--- src/rtl/riscv_defines.sv ---
// Shared CSR operation encodings and the MAC-load CSR address map.
package riscv_defines;

    localparam logic [1:0] CSR_OP_NONE  = 2'b00;
    localparam logic [1:0] CSR_OP_WRITE = 2'b01;
    localparam logic [1:0] CSR_OP_SET   = 2'b10;
    localparam logic [1:0] CSR_OP_CLEAR = 2'b11;

    localparam logic [11:0] CSR_A_ADDR     = 12'h800;
    localparam logic [11:0] CSR_W_ADDR     = 12'h801;
    localparam logic [11:0] CSR_A_STRIDE   = 12'h802;
    localparam logic [11:0] CSR_W_STRIDE   = 12'h803;
    localparam logic [11:0] CSR_A_ROLLBACK = 12'h804;
    localparam logic [11:0] CSR_W_ROLLBACK = 12'h805;
    localparam logic [11:0] CSR_A_SKIP     = 12'h806;
    localparam logic [11:0] CSR_W_SKIP     = 12'h807;
    localparam logic [11:0] CSR_ML_STATUS  = 12'h808;

endpackage

--- src/rtl/macload_csr_regs_pkg.sv ---
// Local constants and decode helpers for the MAC-load CSR block.
package macload_csr_regs_pkg;
    import riscv_defines::*;

    // Storage registers are indexed by addr[3:0]; even = activation, odd = weight.
    localparam int unsigned NUM_DATA_REGS = 8;
    localparam logic [3:0]  STATUS_IDX    = 4'd8;
    localparam logic [7:0]  A_SIDE_MASK   = 8'h55;
    localparam logic [7:0]  W_SIDE_MASK   = 8'hAA;

    function automatic logic csr_in_range(input logic [11:0] addr);
        return (addr >= CSR_A_ADDR) && (addr <= CSR_ML_STATUS);
    endfunction

endpackage

--- src/rtl/macload_csr_regs_if.sv ---
// Software CSR access port plus the controller's address-update port.
interface macload_csr_regs_if;
    logic [1:0]  sw_op_i;
    logic [11:0] sw_addr_i;
    logic [31:0] sw_wdata_i;
    logic [31:0] sw_rdata_o;
    logic        sw_hit_o;
    logic [1:0]  hw_op_i;
    logic [11:0] hw_addr_i;
    logic [31:0] hw_wdata_i;

    modport master (
        output sw_op_i, sw_addr_i, sw_wdata_i, hw_op_i, hw_addr_i, hw_wdata_i,
        input  sw_rdata_o, sw_hit_o
    );

    modport slave (
        input  sw_op_i, sw_addr_i, sw_wdata_i, hw_op_i, hw_addr_i, hw_wdata_i,
        output sw_rdata_o, sw_hit_o
    );
endinterface

--- src/rtl/macload_csr_reg.sv ---
// One 32-bit CSR with WRITE/SET/CLEAR read-modify-write decode.
module macload_csr_reg
    import riscv_defines::*;
#(
    parameter logic [31:0] RST_VAL = 32'h0
) (
    input  logic        clk_i,
    input  logic        rst_i,
    input  logic [1:0]  op_i,
    input  logic [31:0] wdata_i,
    output logic [31:0] q_o
);

    logic [31:0] reg_q;
    logic [31:0] reg_d;

    // NOTE: default assignment first so every path assigns reg_d; no latch.
    always_comb begin
        reg_d = reg_q;
        case (op_i)
            CSR_OP_WRITE: reg_d = wdata_i;
            CSR_OP_SET:   reg_d = reg_q | wdata_i;
            CSR_OP_CLEAR: reg_d = reg_q & ~wdata_i;
            default:      reg_d = reg_q;
        endcase
    end

    // NOTE: non-blocking assignment for flop state avoids simulation races.
    always_ff @(posedge clk_i or posedge rst_i) begin
        if (rst_i) reg_q <= RST_VAL;
        else       reg_q <= reg_d;
    end

    assign q_o = reg_q;

endmodule

--- src/rtl/macload_csr_regs.sv ---
// MAC-load CSR bank: activation/weight address-walk registers, W1C collision status,
// and per-side update-counter clear pulses for the MAC-load controller.
module macload_csr_regs
    import riscv_defines::*;
    import macload_csr_regs_pkg::*;
#(
    parameter logic [31:0] A_RST_ADDR = 32'h0000_0000,
    parameter logic [31:0] W_RST_ADDR = 32'h0000_0000
) (
    input  logic                      clk_i,
    input  logic                      rst_i,
    macload_csr_regs_if.slave         bus,
    output logic [31:0]               a_address_o,
    output logic [31:0]               a_stride_o,
    output logic [31:0]               a_rollback_o,
    output logic [31:0]               a_skip_o,
    output logic [31:0]               w_address_o,
    output logic [31:0]               w_stride_o,
    output logic [31:0]               w_rollback_o,
    output logic [31:0]               w_skip_o,
    output logic                      csr_a_rstn_o,
    output logic                      csr_w_rstn_o
);

    logic        sw_hit;
    logic        sw_active;
    logic [3:0]  sw_idx;
    logic [7:0]  sw_sel;
    logic        hw_wr_a;
    logic        hw_wr_w;
    logic [1:0]  collision;
    logic [1:0]  status_clr;
    logic [31:0] status_d;
    logic [31:0] status_val;
    logic [31:0] reg_val [NUM_DATA_REGS];
    logic [31:0] sw_rdata;
    logic        a_rstn_q, a_rstn_d;
    logic        w_rstn_q, w_rstn_d;

    assign sw_idx    = bus.sw_addr_i[3:0];
    assign sw_hit    = csr_in_range(bus.sw_addr_i);
    assign sw_active = sw_hit && (bus.sw_op_i != CSR_OP_NONE);
    assign hw_wr_a   = (bus.hw_op_i == CSR_OP_WRITE) && (bus.hw_addr_i == CSR_A_ADDR);
    assign hw_wr_w   = (bus.hw_op_i == CSR_OP_WRITE) && (bus.hw_addr_i == CSR_W_ADDR);

    for (genvar i = 0; i < NUM_DATA_REGS; i++) begin : g_reg
        localparam logic [31:0] RST_VAL = (i == 0) ? A_RST_ADDR :
                                          (i == 1) ? W_RST_ADDR : 32'h0;
        logic        hw_sel;
        logic [1:0]  op;
        logic [31:0] wdata;

        assign sw_sel[i] = sw_active && (sw_idx == 4'(i));
        assign hw_sel    = (i == 0) ? hw_wr_a : (i == 1) ? hw_wr_w : 1'b0;
        // Software wins a same-cycle conflict; the hardware value is dropped.
        assign op        = sw_sel[i] ? bus.sw_op_i  : (hw_sel ? CSR_OP_WRITE : CSR_OP_NONE);
        assign wdata     = sw_sel[i] ? bus.sw_wdata_i : bus.hw_wdata_i;

        macload_csr_reg #(.RST_VAL(RST_VAL)) u_reg (
            .clk_i   (clk_i),
            .rst_i   (rst_i),
            .op_i    (op),
            .wdata_i (wdata),
            .q_o     (reg_val[i])
        );
    end

    assign collision  = {hw_wr_w && sw_sel[1], hw_wr_a && sw_sel[0]};
    assign status_clr = (sw_hit && (sw_idx == STATUS_IDX) &&
                         ((bus.sw_op_i == CSR_OP_WRITE) || (bus.sw_op_i == CSR_OP_SET)))
                        ? bus.sw_wdata_i[1:0] : 2'b00;
    // Set takes priority over W1C so a collision is never lost.
    assign status_d   = {30'b0, (status_val[1:0] & ~status_clr) | collision};

    macload_csr_reg #(.RST_VAL(32'h0)) u_status (
        .clk_i   (clk_i),
        .rst_i   (rst_i),
        .op_i    (CSR_OP_WRITE),
        .wdata_i (status_d),
        .q_o     (status_val)
    );

    always_comb begin
        sw_rdata = 32'h0;
        if (sw_hit) begin
            if (sw_idx == STATUS_IDX) sw_rdata = status_val;
            else                      sw_rdata = reg_val[sw_idx[2:0]];
        end
    end

    assign a_rstn_d = ~|(sw_sel & A_SIDE_MASK);
    assign w_rstn_d = ~|(sw_sel & W_SIDE_MASK);

    always_ff @(posedge clk_i or posedge rst_i) begin
        if (rst_i) begin
            a_rstn_q <= 1'b0;
            w_rstn_q <= 1'b0;
        end else begin
            a_rstn_q <= a_rstn_d;
            w_rstn_q <= w_rstn_d;
        end
    end

    assign bus.sw_hit_o   = sw_hit;
    assign bus.sw_rdata_o = sw_rdata;
    assign a_address_o    = reg_val[0];
    assign w_address_o    = reg_val[1];
    assign a_stride_o     = reg_val[2];
    assign w_stride_o     = reg_val[3];
    assign a_rollback_o   = reg_val[4];
    assign w_rollback_o   = reg_val[5];
    assign a_skip_o       = reg_val[6];
    assign w_skip_o       = reg_val[7];
    assign csr_a_rstn_o   = a_rstn_q;
    assign csr_w_rstn_o   = w_rstn_q;

endmodule

--- src/flat_wrapper.sv ---
// flat-port wrapper written by rule: the top's interface ports become plain ports
module macload_csr_regs_flat import riscv_defines::*; import macload_csr_regs_pkg::*;
#(
    parameter logic [31:0] A_RST_ADDR = 32'h0000_0000,
    parameter logic [31:0] W_RST_ADDR = 32'h0000_0000
)
  (clk_i, rst_i, a_address_o, a_stride_o, a_rollback_o, a_skip_o, w_address_o, w_stride_o, w_rollback_o, w_skip_o, csr_a_rstn_o, csr_w_rstn_o, bus_sw_op_i, bus_sw_addr_i, bus_sw_wdata_i, bus_hw_op_i, bus_hw_addr_i, bus_hw_wdata_i, bus_sw_rdata_o, bus_sw_hit_o);
  macload_csr_regs_if bus_i ();
  input  logic clk_i;
  input  logic rst_i;
  output logic [31:0] a_address_o;
  output logic [31:0] a_stride_o;
  output logic [31:0] a_rollback_o;
  output logic [31:0] a_skip_o;
  output logic [31:0] w_address_o;
  output logic [31:0] w_stride_o;
  output logic [31:0] w_rollback_o;
  output logic [31:0] w_skip_o;
  output logic csr_a_rstn_o;
  output logic csr_w_rstn_o;
  input wire logic [$bits(bus_i.sw_op_i)-1:0] bus_sw_op_i;
  input wire logic [$bits(bus_i.sw_addr_i)-1:0] bus_sw_addr_i;
  input wire logic [$bits(bus_i.sw_wdata_i)-1:0] bus_sw_wdata_i;
  input wire logic [$bits(bus_i.hw_op_i)-1:0] bus_hw_op_i;
  input wire logic [$bits(bus_i.hw_addr_i)-1:0] bus_hw_addr_i;
  input wire logic [$bits(bus_i.hw_wdata_i)-1:0] bus_hw_wdata_i;
  output wire logic [$bits(bus_i.sw_rdata_o)-1:0] bus_sw_rdata_o;
  output wire logic [$bits(bus_i.sw_hit_o)-1:0] bus_sw_hit_o;
  assign bus_i.sw_op_i = bus_sw_op_i;
  assign bus_i.sw_addr_i = bus_sw_addr_i;
  assign bus_i.sw_wdata_i = bus_sw_wdata_i;
  assign bus_i.hw_op_i = bus_hw_op_i;
  assign bus_i.hw_addr_i = bus_hw_addr_i;
  assign bus_i.hw_wdata_i = bus_hw_wdata_i;
  assign bus_sw_rdata_o = bus_i.sw_rdata_o;
  assign bus_sw_hit_o = bus_i.sw_hit_o;
  macload_csr_regs #(.A_RST_ADDR(A_RST_ADDR), .W_RST_ADDR(W_RST_ADDR)) u_core (.clk_i(clk_i), .rst_i(rst_i), .bus(bus_i), .a_address_o(a_address_o), .a_stride_o(a_stride_o), .a_rollback_o(a_rollback_o), .a_skip_o(a_skip_o), .w_address_o(w_address_o), .w_stride_o(w_stride_o), .w_rollback_o(w_rollback_o), .w_skip_o(w_skip_o), .csr_a_rstn_o(csr_a_rstn_o), .csr_w_rstn_o(csr_w_rstn_o));
endmodule
--- config.mk ---
export PLATFORM = sky130hd
export DESIGN_NAME = macload_csr_regs_flat
export DESIGN_NICKNAME = d
export VERILOG_FILES = /design/src/rtl/riscv_defines.sv /design/src/rtl/macload_csr_regs_pkg.sv /design/src/rtl/macload_csr_regs_if.sv /design/src/rtl/macload_csr_reg.sv /design/src/rtl/macload_csr_regs.sv /design/src/flat_wrapper.sv
export SDC_FILE = /design/constraint.sdc
export NUM_CORES = 1
export LEC_CHECK = 0
export CAP_MARGIN = 5
export CORE_ASPECT_RATIO = 0.9
export CORE_UTILIZATION = 51
export DETAILED_ROUTE_END_ITERATION = 8
export PLACE_DENSITY_LB_ADDON = 0.1
export SLEW_MARGIN = 20
export SYNTH_ARGS = -nofsm -noshare
export SYNTH_HDL_FRONTEND = slang
export SYNTH_SLANG_ARGS = --single-unit
--- constraint.sdc ---
create_clock -name clk_i -period 12.44 [get_ports clk_i]
set_input_delay 2.488 -clock clk_i [delete_from_list [all_inputs] [get_ports clk_i]]
set_output_delay 2.488 -clock clk_i [all_outputs]
set_load 0.02 [all_outputs]
==> impl_metrics.env <==
export IMPL_hold_viol=0
export IMPL_synth_edf_count=0
export IMPL_ant_nets=0
export IMPL_status="complete, no violations"
export IMPL_rsz0062_at_grt="no"
export IMPL_async_flop_share=1.00
export IMPL_coreArea_um2=30100
export IMPL_worst_setup_path_type="in2out"
export IMPL_layout_commonest_cell="clkdlybuf4s50_1"
export IMPL_die_y_um=169
export IMPL_antenna_found_initial=2
export IMPL_avgSynthCellArea_um2=10.2
export IMPL_crit_path_top_delay_cell="or3_2"
export IMPL_fill_cells=2390
export IMPL_clk_path_buf_depth=3
export IMPL_cts_tree="done"
export IMPL_htree_levels=1
export IMPL_max_freq_mhz=123
export IMPL_dp_cells=2195
export IMPL_dpl_worst_slack_ns=4.35
export IMPL_die_w_um=187
export IMPL_max_stage_delay_ns=0.93
export IMPL_setup_slack_ns=4.31
export IMPL_yosys_warnings=0
export IMPL_root_buffer="clkbuf_16"
export IMPL_synth_cell_type_count=54
export IMPL_start_util=0.523
export IMPL_syn_area_um2=15700
export IMPL_instances_no_fill=2248
export IMPL_fin_tns_setup_ns=0
export IMPL_synth_flop_cell="dfrtp_1"
export IMPL_postPlaceCellArea_um2=19600
export IMPL_path_cells="clkdlybuf4s50_1 > or4b_1 > or3_2 > nor2_1 > clkdlybuf4s50_1"
export IMPL_grt_ovfl_total=0
export IMPL_area_growth_syn_to_layout_pct=30.7
export IMPL_cts_buffers=29
export IMPL_maxSlewHeadroom=0.237
export IMPL_arrival_ns=5.64
export IMPL_final_nets=1919
export IMPL_die_area_um2=31600
export IMPL_drc=0
export IMPL_skew_ns=0
export IMPL_end_kind="output pin"
export IMPL_worst_slew_pin_slew_ns=1.14
export IMPL_leakagePower_nw=9.07
export IMPL_cts_sink_count=260
export IMPL_crit_fanout=32
export IMPL_wirelength_um=59200
export IMPL_power_density_nw_per_um2=101
export IMPL_slew_violations=0
export IMPL_io_buffer_count=384
export IMPL_worstSkewPairLatency_ns=0.55
export IMPL_grt_max_degree=131
export IMPL_fin_crit_sh=0.653
export IMPL_critical_path_top_delay_family="simple AND/OR/NAND/NOR gates"
export IMPL_ys_seq_elements=260
export IMPL_vias_per_cell=6.58
export IMPL_grt_pass1_wl_um=89600
export IMPL_final_area_um2=20600
export IMPL_irDropWorstVdd_uv=102
export IMPL_dp_hpwl_um=36300
export IMPL_io_pins=385
export IMPL_synth_seq_area_share=0.413
export IMPL_cp_num_buf_inv=2
export IMPL_grt_pass1_vias=14800
export IMPL_drtIter0Drc=1698
export IMPL_crit_top_cell="clkdlybuf4s50_1"
export IMPL_cts_hold_buf=0
export IMPL_hold_path_class="reg2reg"
export IMPL_wl_per_cell_um=26.3
export IMPL_cts_setup_buffers=0
export IMPL_num_rows=60
export IMPL_power_mw=2.08
export IMPL_setup_violations=0
export IMPL_drive_gt1_frac=0.0944
export IMPL_max_cap_violations=0
export IMPL_num_vias=14800
export IMPL_fin_hold_ws_ns=0.531
export IMPL_layout_min_cycle_time_ns=8.13
export IMPL_layout_common_cells="380 x clkdlybuf4s50_1, 260 x dfrtp_1, 158 x mux2i_1, 157 x a21oi_1, 100 x inv_1"
export IMPL_syn_inst=1548
export IMPL_utilization=0.683
export IMPL_worstPathRequired_ns=9.95
export IMPL_post_cts_resized=0
export IMPL_clkSlewWorstSetupHoldPaths_ns=0.06
export IMPL_first_pass_iters=5
export IMPL_gp_congestion=0.861
export IMPL_synth_net_count=1643
export IMPL_track_usage=0.369
export IMPL_cp_start_kind="primary input"
final cells by class:
| class | instances | area (µm²) | share of cell area |
|---|---|---|---|
| Antenna cell | 1 | 2.50 | 0.000122 |
| Clock buffer | 40 | 817 | 0.0397 |
| Clock inverter | 11 | 116 | 0.00566 |
| Inverter | 102 | 390 | 0.0190 |
| Multi-Input combinational cell | 1019 | 8170 | 0.397 |
| Sequential cell | 260 | 6510 | 0.316 |
| Tap cell | 403 | 504 | 0.0245 |
| Timing Repair Buffer | 412 | 4060 | 0.197 |
synth_stat cells, drive strengths merged, types with 36 or more instances:
cell type,instances,area [µm²]
a21o,59,443
o22ai,93,582
mux4,64,1440
mux2i,158,1580
a32o,63,631
dfrtp,260,6510
nor2b,66,413
clkbuf,105,394
inv,101,379
a31oi,37,231
a21oi,157,786
nand2,43,161
nor2,69,259
o21ai,36,180
buf,62,365
state kept, by name, summed over array words and instances, names as in the netlist:
| name | cells |
|---|---|
| u_core.csr_a_rstn_o | 1 |
| u_core.csr_w_rstn_o | 1 |
| u_core.g.u_reg.q_o | 256 |
| u_core.u_status.q_o | 2 |
worst register-to-register path, stage by stage, from the launching register on:
cell     delay (ns)
dfrtp_1        0.42
or2_2          0.30
a32o_1         0.25
path summary, 6_finish.rpt:
check                                                          startpoint                                         to  slack [ns]  depth (start not counted)
min in group asynchronous                                           rst_i              u_core.csr_a_rstn_o$_DFF_PP0_        2.47                          2
worst min-delay path                     u_core.u_status.q_o[1]$_DFF_PP0_           u_core.u_status.q_o[1]$_DFF_PP0_        0.53                          2
worst min register to register           u_core.u_status.q_o[1]$_DFF_PP0_           u_core.u_status.q_o[1]$_DFF_PP0_        0.53                          2
max in group asynchronous                                           rst_i  u_core.g_reg[0].u_reg.q_o[15]$_DFFE_PP0P_        7.91                          4
worst max register to register  u_core.g_reg[7].u_reg.q_o[28]$_DFFE_PP0P_  u_core.g_reg[7].u_reg.q_o[28]$_DFFE_PP0P_       11.35                          2
worst max-delay path                                     bus_sw_addr_i[4]                         bus_sw_rdata_o[15]        4.31                          5
where the power goes:
| part | internal, mW | switching [mW] |
|---|---|---|
| clock network | 0.498 | 0.366 |
| logic | 0.137 | 0.172 |
| registers | 0.870 | 0.0321 |
| total | 1.51 | 0.570 |
metal layers:
layer,wire (µm),up-vias,global-route usage
met3,6080,153,0.0809
met2,27700,963,0.591
met1,23500,7407,0.492
met5,12,-,0
li1,-,6266,-
met4,1940,2,0.141
kinds of logic (layout without fill, tap and decap cells):
group / count (synthesis) / in the layout / synth area share
multiplexers: 225 / 225 / 0.194
AO/OA/AOI/OAI: 487 / 487 / 0.204
buffers and inverters: 269 / 565 / 0.0726
flip-flops: 260 / 260 / 0.413
adder cells (fa/ha/maj): 1 / 1 / 0.000795
XOR/XNOR: 34 / 34 / 0.0189
other: 0 / 1 / 0
AND/OR/NAND/NOR: 272 / 272 / 0.0956
(Power assumes the default switching activity.)
